[config.mk]
export PLATFORM = sky130hd
export DESIGN_NAME = ram_fifo_ctrl
export DESIGN_NICKNAME = d
export VERILOG_FILES = /design/src/rtl/ram_fifo_ctrl.sv
export SDC_FILE = /design/constraint.sdc
export NUM_CORES = 1
export LEC_CHECK = 0
export CAP_MARGIN = 20
export CORE_UTILIZATION = 36
export CTS_BUF_LIST = sky130_fd_sc_hd__clkbuf_4
export CTS_CLUSTER_SIZE = 10
export DETAILED_ROUTE_END_ITERATION = 10
export GPL_ROUTABILITY_DRIVEN = 1
export PLACE_DENSITY_LB_ADDON = 0.3
export SLEW_MARGIN = 20
export SYNTH_ARGS = -nofsm -noshare
export SYNTH_HDL_FRONTEND = slang
export SYNTH_SLANG_ARGS = --single-unit
[constraint.sdc]
create_clock -name clk -period 3 [get_ports clk]
set_clock_uncertainty 0.1 [all_clocks]
set_input_delay 0.9 -clock clk [delete_from_list [all_inputs] [get_ports clk]]
set_output_delay 0.9 -clock clk [all_outputs]
set_load 0.02 [all_outputs]
[src/rtl/ram_fifo_ctrl.sv]
// ram_fifo_ctrl: synchronous FIFO controller in front of the 32-entry
// full-duplex RAM. Owns write/read pointers, occupancy and flags, and maps a
// push/pop handshake onto the RAM wr/rd controls. Read data returns one cycle
// after a pop accept, qualified by pop_valid.
//
// Optional build macro FIFO_WATERMARK_EN adds registered almost_full /
// almost_empty outputs driven from AF_LEVEL / AE_LEVEL.
//
// The RAM clears memory[waddr] on every cycle that has neither a write nor a
// read, so the write pointer must always point at a free slot. That caps
// occupancy at DEPTH-1.

module ram_fifo_ctrl #(
    parameter int DW       = 16,
    parameter int AW       = 5,
    parameter int AF_LEVEL = 28,
    parameter int AE_LEVEL = 2
) (
    input  logic          clk,
    input  logic          rst,
    input  logic          push,
    input  logic [DW-1:0] push_data,
    output logic          push_ready,
    input  logic          pop,
    output logic          pop_ready,
    output logic          pop_valid,
    output logic [DW-1:0] pop_data,
    output logic [AW-1:0] count,
    output logic          full,
    output logic          empty,
`ifdef FIFO_WATERMARK_EN
    output logic          almost_full,
    output logic          almost_empty,
`endif
    output logic          ram_wr,
    output logic [AW-1:0] ram_waddr,
    output logic [DW-1:0] ram_d_in,
    output logic          ram_rd,
    output logic [AW-1:0] ram_raddr,
    input  logic [DW-1:0] ram_d_out
);

    localparam int              DEPTH     = 2 ** AW;
    localparam logic [AW-1:0]   MAX_COUNT = AW'(DEPTH - 1);

`ifdef FIFO_WATERMARK_EN
    localparam logic [AW-1:0]   AF_THRESH = AW'(AF_LEVEL);
    localparam logic [AW-1:0]   AE_THRESH = AW'(AE_LEVEL);
`endif

    // Read-return pipeline: a pop accepted this cycle means RAM data next cycle.
    typedef enum logic {
        IDLE         = 1'b0,
        READ_PENDING = 1'b1
    } rd_state_e;

    logic [AW-1:0] wptr_q, wptr_d;
    logic [AW-1:0] rptr_q, rptr_d;
    logic [AW-1:0] count_q, count_d;
    logic          full_q, full_d;
    logic          empty_q, empty_d;
    rd_state_e     rd_state_q, rd_state_d;
`ifdef FIFO_WATERMARK_EN
    logic          almost_full_q, almost_full_d;
    logic          almost_empty_q, almost_empty_d;
`endif

    logic push_fire;
    logic pop_fire;

    // Handshake: push wins the RAM port, so an accepted push blocks pop.
    always_comb begin
        push_fire = push & ~full_q & ~rst;
        pop_ready = ~empty_q & ~push_fire;
        pop_fire  = pop & pop_ready & ~rst;
    end

    // Next-state for pointers, occupancy, flags and the read pipeline bit.
    always_comb begin
        // NOTE: every signal assigned here gets a default first; a path that
        // leaves one unassigned would infer a latch.
        wptr_d     = wptr_q;
        rptr_d     = rptr_q;
        count_d    = count_q;
        rd_state_d = IDLE;

        if (push_fire) begin
            wptr_d  = wptr_q + 1'b1;
            count_d = count_q + 1'b1;
        end else if (pop_fire) begin
            rptr_d     = rptr_q + 1'b1;
            count_d    = count_q - 1'b1;
            rd_state_d = READ_PENDING;
        end

        full_d  = (count_d == MAX_COUNT);
        empty_d = (count_d == '0);
`ifdef FIFO_WATERMARK_EN
        almost_full_d  = (count_d >= AF_THRESH);
        almost_empty_d = (count_d <= AE_THRESH);
`endif
    end

    // State registers; synchronous reset dominates any request in that cycle.
    always_ff @(posedge clk) begin
        // NOTE: sequential state uses non-blocking assignments so every flop
        // samples the pre-edge value of its neighbours.
        if (rst) begin
            wptr_q         <= '0;
            rptr_q         <= '0;
            count_q        <= '0;
            full_q         <= 1'b0;
            empty_q        <= 1'b1;
            rd_state_q     <= IDLE;
`ifdef FIFO_WATERMARK_EN
            almost_full_q  <= 1'b0;
            almost_empty_q <= 1'b1;
`endif
        end else begin
            wptr_q         <= wptr_d;
            rptr_q         <= rptr_d;
            count_q        <= count_d;
            full_q         <= full_d;
            empty_q        <= empty_d;
            rd_state_q     <= rd_state_d;
`ifdef FIFO_WATERMARK_EN
            almost_full_q  <= almost_full_d;
            almost_empty_q <= almost_empty_d;
`endif
        end
    end

    // Output mapping.
    always_comb begin
        push_ready = ~full_q;
        pop_valid  = (rd_state_q == READ_PENDING);
        pop_data   = pop_valid ? ram_d_out : '0;
        count      = count_q;
        full       = full_q;
        empty      = empty_q;
        ram_wr     = push_fire;
        ram_waddr  = wptr_q;
        ram_d_in   = push_data;
        ram_rd     = pop_fire;
        ram_raddr  = rptr_q;
`ifdef FIFO_WATERMARK_EN
        almost_full  = almost_full_q;
        almost_empty = almost_empty_q;
`endif
    end

endmodule
### Yosys cells after proc, flatten, opt, wreduce, memory -nomap -nowiden

Index checks and enable logic that the tools add are counted.

| storage, ports and cells | value |
|---|---|
| register bits after elaboration | 18 |
| bits of input ports | 36 |
| output and inout bits | 54 |
| word-level logic and storage cells | 27 |

| operators by class | value |
|---|---|
| add/sub/neg operators | 4 |
| equality and inequality tests | 1 |
| mux-type cells | 4 |
| bitwise logic cells | 9 |
| reduce and logical (&&, ||, !) cells | 3 |

Operators with widths:

| operator | count |
|---|---|
| two-way mux 16 bit | 1 |
| adder 5 x 1 -> 5 bit (second input constant) | 3 |
| two-way mux 5 bit | 2 |
| AND 1 bit | 5 |
| == test 5 bit (second input constant) | 1 |
| zero test 5 bit | 1 |
| subtractor 5 x 1 -> 5 bit (second input constant) | 1 |
| inverter 1 bit | 4 |
| AND reduction 2 bit | 1 |
| OR reduction 2 bit | 1 |
| two-way mux 1 bit | 1 |

### Longest topological paths before layout

Gate-level depths: netlist of run 1.

| depth | value |
|---|---|
| depth after elaboration | 10 |
| gate-level depth with buffers | 6 |
| mapped depth without buffers | 6 |

### Worst setup path after synthesis of run 1

OpenSTA, ideal clock, no wires.

| timing path | value |
|---|---|
| kind | input -> output |
| start | input port push |
| end | output port pop_ready |
| data arrival time | 1.738 ns |
| data required time | 2.000 ns |
| path slack | 0.262 ns |
| cell stages on the path | 3 |
| path buffers | 0 |
| cells stage by stage | or2b_2 > nor2_1 > nor2_1 |

| between the ends | value |
|---|---|
| cells in the longest elaborated chain, start to end | 4 |

RTL lines:

| item | RTL line | source |
|---|---|---|
| start: declaration | 21 | `input logic push,` |
| AND 1 bit (2 in a row) | 73 | `push_fire = push & ~full_q & ~rst;` |
| net ram_wr | 35 | `output logic ram_wr,` |
| inverter 1 bit (no source line) | -- |  |
| AND 1 bit | 74 | `pop_ready = ~empty_q & ~push_fire;` |
| end: declaration | 25 | `output logic pop_ready,` |

The timed path passes the listed nets, and every way through them passes these cells.

### Worst setup path in the final report of run 1

| timing path | value |
|---|---|
| start | input port rst |
| end | output port ram_rd |

| between the ends | value |
|---|---|
| cells in the longest elaborated chain, start to end | 6 |

RTL lines:

| item | RTL line | source |
|---|---|---|
| start: declaration | 20 | `input logic rst,` |
| inverter 1 bit (*) | 73, 75 |  |
| AND 1 bit | 73 |  |
| inverter 1 bit (no source line) | -- |  |
| AND 1 bit | 74 |  |
| AND 1 bit | 75 | `pop_fire = pop & pop_ready & ~rst;` |
| AND 1 bit (*) | 75 |  |
| end: declaration | 38 | `output logic ram_rd,` |

Mark *: on every way between the ends. The rest lies on a longest branch, timed or not.

==> results of run 1 <==
## layout by cell type, fill, tap and decap left out, types with 2 or more instances in the layout
cell,synthesis,final
ha_1,4,4
nor3_1,2,2
a31oi_1,4,4
and2_1,16,16
dlygate4sd2_1,0,17
dfxtp_1,18,18
clkbuf_4,0,3
xor2_1,8,8
xnor2_1,4,4
o21ai_0,2,2
a21oi_1,3,3
nand4_1,4,4
nand3_1,2,2
clkdlybuf4s50_1,0,37
inv_1,3,3
nand2b_1,2,2
nor2b_1,3,3
buf_2,1,2
buf_4,16,7
nor2_1,17,16
nand2_1,8,8
## worst max path at each step
stage,from,to,slack (ns),cells past startpoint
3_3_place_gp,push,ram_wr,-0.48,4
5_1_grt,pop,ram_rd,0.12,4
4_1_cts,pop,ram_rd,0.03,4
2_1_floorplan,push,pop_ready,0.26,3
3_5_place_dp,push,ram_wr,-0.49,4
6_report,rst,ram_rd,0.16,3
## power groups by stage
stage,sequential (mW),clock (mW),combinational (mW)
finish,0.285,0.122,0.224
global route,0.289,0.142,0.242
CTS,0.284,0.131,0.225
detailed placement,0.290,0,0.233
global placement,0.289,0,0.230
floorplan,0.306,0,0.134
## flip-flops by register name, indices dropped and copies added, names as in the netlist
name,flops
pop_valid,1
ram_raddr,5
ram_waddr,5
full,1
count,5
empty,1
## worst min-delay path: cells and delay by family, from the launching register on
| kind | cells | cell delay, ns |
|---|---|---|
| AO/OA/AOI/OAI | 1 | 0.05 |
| flip-flops | 1 | 0.35 |
| AND/OR/NAND/NOR | 1 | 0.06 |
## through the flow
step	power, mW	worst slack, ns	util, %
global placement	0.518	-0.483	57.6
global route	0.673	0.122	57.3
detailed placement	0.523	-0.488	57.6
floorplan	0.440	0.262	-
finish	0.631	0.160	57.3
CTS	0.640	0.0314	57.5
## cell type report
class,count,area [sq um]
clock inverter,1,3.75
tap,31,38.8
multi-input combinational,93,612
timing repair buffer,64,587
sequential,18,360
fill,272,1220
inverter,3,11.3
clock buffer,3,22.5
## per-layer routing
layer  global-route usage, %  share of wire, %  vias to the layer above  routed length [microns]
li1                        -                 -                      526                        -
met1                    18.1                37                      479                     1080
met2                    34.2                54                       54                     1590
met3                    2.90               7.3                        8                      215
met4                    9.52               2.2                        0                       65
met5                       0                 0                        -                        0
## logic make-up after synthesis
| logic type | Yosys count | share of synthesized area, % |
|---|---|---|
| mux | 2 | 2.35 |
| simple gates | 64 | 32.3 |
| fa+ha+maj | 4 | 4.48 |
| xor+xnor | 12 | 9.41 |
| flops | 18 | 32.3 |
| buf+inv | 23 | 13.2 |
| compound gates | 11 | 6.05 |
## synthesized netlist by cell type (2+ instances only)
master,instances,share of area (%)
nand2b_1,2,1.1
ha_1,4,4.5
and2_1,16,9.0
dfxtp_1,18,32
buf_4,16,11
nand3_1,2,0.90
nand2_1,8,2.7
a31oi_1,4,2.2
inv_1,3,1.0
xor2_1,8,6.3
nor2_1,17,5.7
nor2b_1,3,1.7
nor3_1,2,0.90
nand4_1,4,2.2
o21ai_0,2,0.90
a21oi_1,3,1.3
clkbuf_1,2,0.67
xnor2_1,4,3.1
==> impl_metrics.env, run 1 <==
export IMPL_fin_crit_ns=2.84
export IMPL_diodes=0
export IMPL_min_from="ram_waddr[1]"
export IMPL_synth_edf_count=0
export IMPL_worst_pin_slew_ns=0.415
export IMPL_drc_errors=9
export IMPL_p_int_mw=0.419
export IMPL_crit_family="buffers and inverters"
export IMPL_async_flop_share_pct=0
export IMPL_start_util_pct=39.2
export IMPL_io_buffers=57
export IMPL_tritoncts_num_buffers=3
export IMPL_synthCells=134
export IMPL_crit_path_end_kind="output port"
export IMPL_path_clk_slew_ns=0.10
export IMPL_ios=90
export IMPL_firstDrtPassIters=10
export IMPL_critPathBufInv=2
export IMPL_via_count=1067
export IMPL_drv_slew=0
export IMPL_grt_pass1_wl_mm=4.58
export IMPL_ys_ff_latch=18
export IMPL_power_clock_fraction_pct=19.4
export IMPL_reg2reg_to="empty"
export IMPL_vias_per_cell=5.01
export IMPL_violations="design-rule violations"
export IMPL_cts_max_path_buffers=2
export IMPL_core_sq_um=2850
export IMPL_finalSetupTns_ns=0
export IMPL_clock_sinks=18
export IMPL_synthFlopType="dfxtp_1"
export IMPL_whs_ns=0.407
export IMPL_rsz0062_at_grt="no"
export IMPL_grt_max_degree=18
export IMPL_insertion_delay_ns=0.29
export IMPL_wl_per_cell_microns=13.9
export IMPL_wl_mm=2.95
export IMPL_min_path_cells=2
export IMPL_cts_tree="done"
export IMPL_antenna_found_initial=0
export IMPL_fin_crit_sh_pct=94.7
export IMPL_status="finished, violations left"
export IMPL_hpwlAfterDp_mm=2.37
export IMPL_cpPeakStageDelay_ns=0.49
export IMPL_die_w_microns=57.7
export IMPL_crit_type="input port to output port"
export IMPL_fmax_mhz=352
export IMPL_synthesis_area_sq_um=1120
export IMPL_drive_above_1_share_pct=11.0
export IMPL_required_ns=2.00
export IMPL_cp_cell_sequence="clkdlybuf4s50_1, nor3_2, clkbuf_2"
export IMPL_dp_cells=209
export IMPL_stdcell_area_sq_um=1640
export IMPL_grt_ovfl_total=0
export IMPL_drtAntennaViolNets=0
export IMPL_synth_avg_cell_area_sq_um=8.34
export IMPL_cts_hold_buf=0
export IMPL_cp_slowest_cell="clkdlybuf4s50_1"
export IMPL_hold_viol_final=0
export IMPL_p_sw_share_pct=33.6
export IMPL_fp_row_count=19
export IMPL_cp_max_fo=4
export IMPL_p_sw_mw=0.212
export IMPL_p_leak_nw=0.732
export IMPL_arrival_ns=1.84
export IMPL_die_h_microns=57.7
export IMPL_power_density_nw_per_um2=386
export IMPL_die_area_sq_um=3330
export IMPL_slew_limit_headroom_pct=71.6
export IMPL_yosysUniqueCellTypes=34
export IMPL_dpl_cell_area_sq_um=1640
export IMPL_first_iter_violations=39
export IMPL_critPathLaunchType="input port"
export IMPL_postCtsResizedCells=28
export IMPL_ctsHtreeMaxLevel=1
export IMPL_rrSetupSlack_ns=1.00
export IMPL_hold_path_end="ram_waddr[1]"
export IMPL_ir_drop_v=0.000292
export IMPL_globalplace_congestion=0.841
export IMPL_maxCapViolCount=0
export IMPL_seq_area_frac_synth_pct=32.3
export IMPL_cts_root_buf="clkbuf_4"
export IMPL_grt_pass1_vias=1000
export IMPL_hold_path_class="flop to flop"
export IMPL_layout_nets=223
export IMPL_grt_total_usage_pct=17.8
export IMPL_ys_warnings_count=0
export IMPL_fin_cells=213
export IMPL_area_delta_synth_final_pct=46.4
export IMPL_pwr_share_seq_pct=45.1
export IMPL_post_cts_setup_buffers=0
export IMPL_power_frac_comb_pct=35.5
export IMPL_syn_nets=174
export IMPL_worst_r2r_path_depth=7
export IMPL_setup_violations_final=0
export IMPL_r2r_start="count[0]"
(Power assumes the default switching activity.)
==> inputs of run 2 (changes only) <==
ABC_AREA = 0   (was unset)
==> results of run 2 <==
Same layout as run 1: the final DEF is identical, and so are final timing and power.
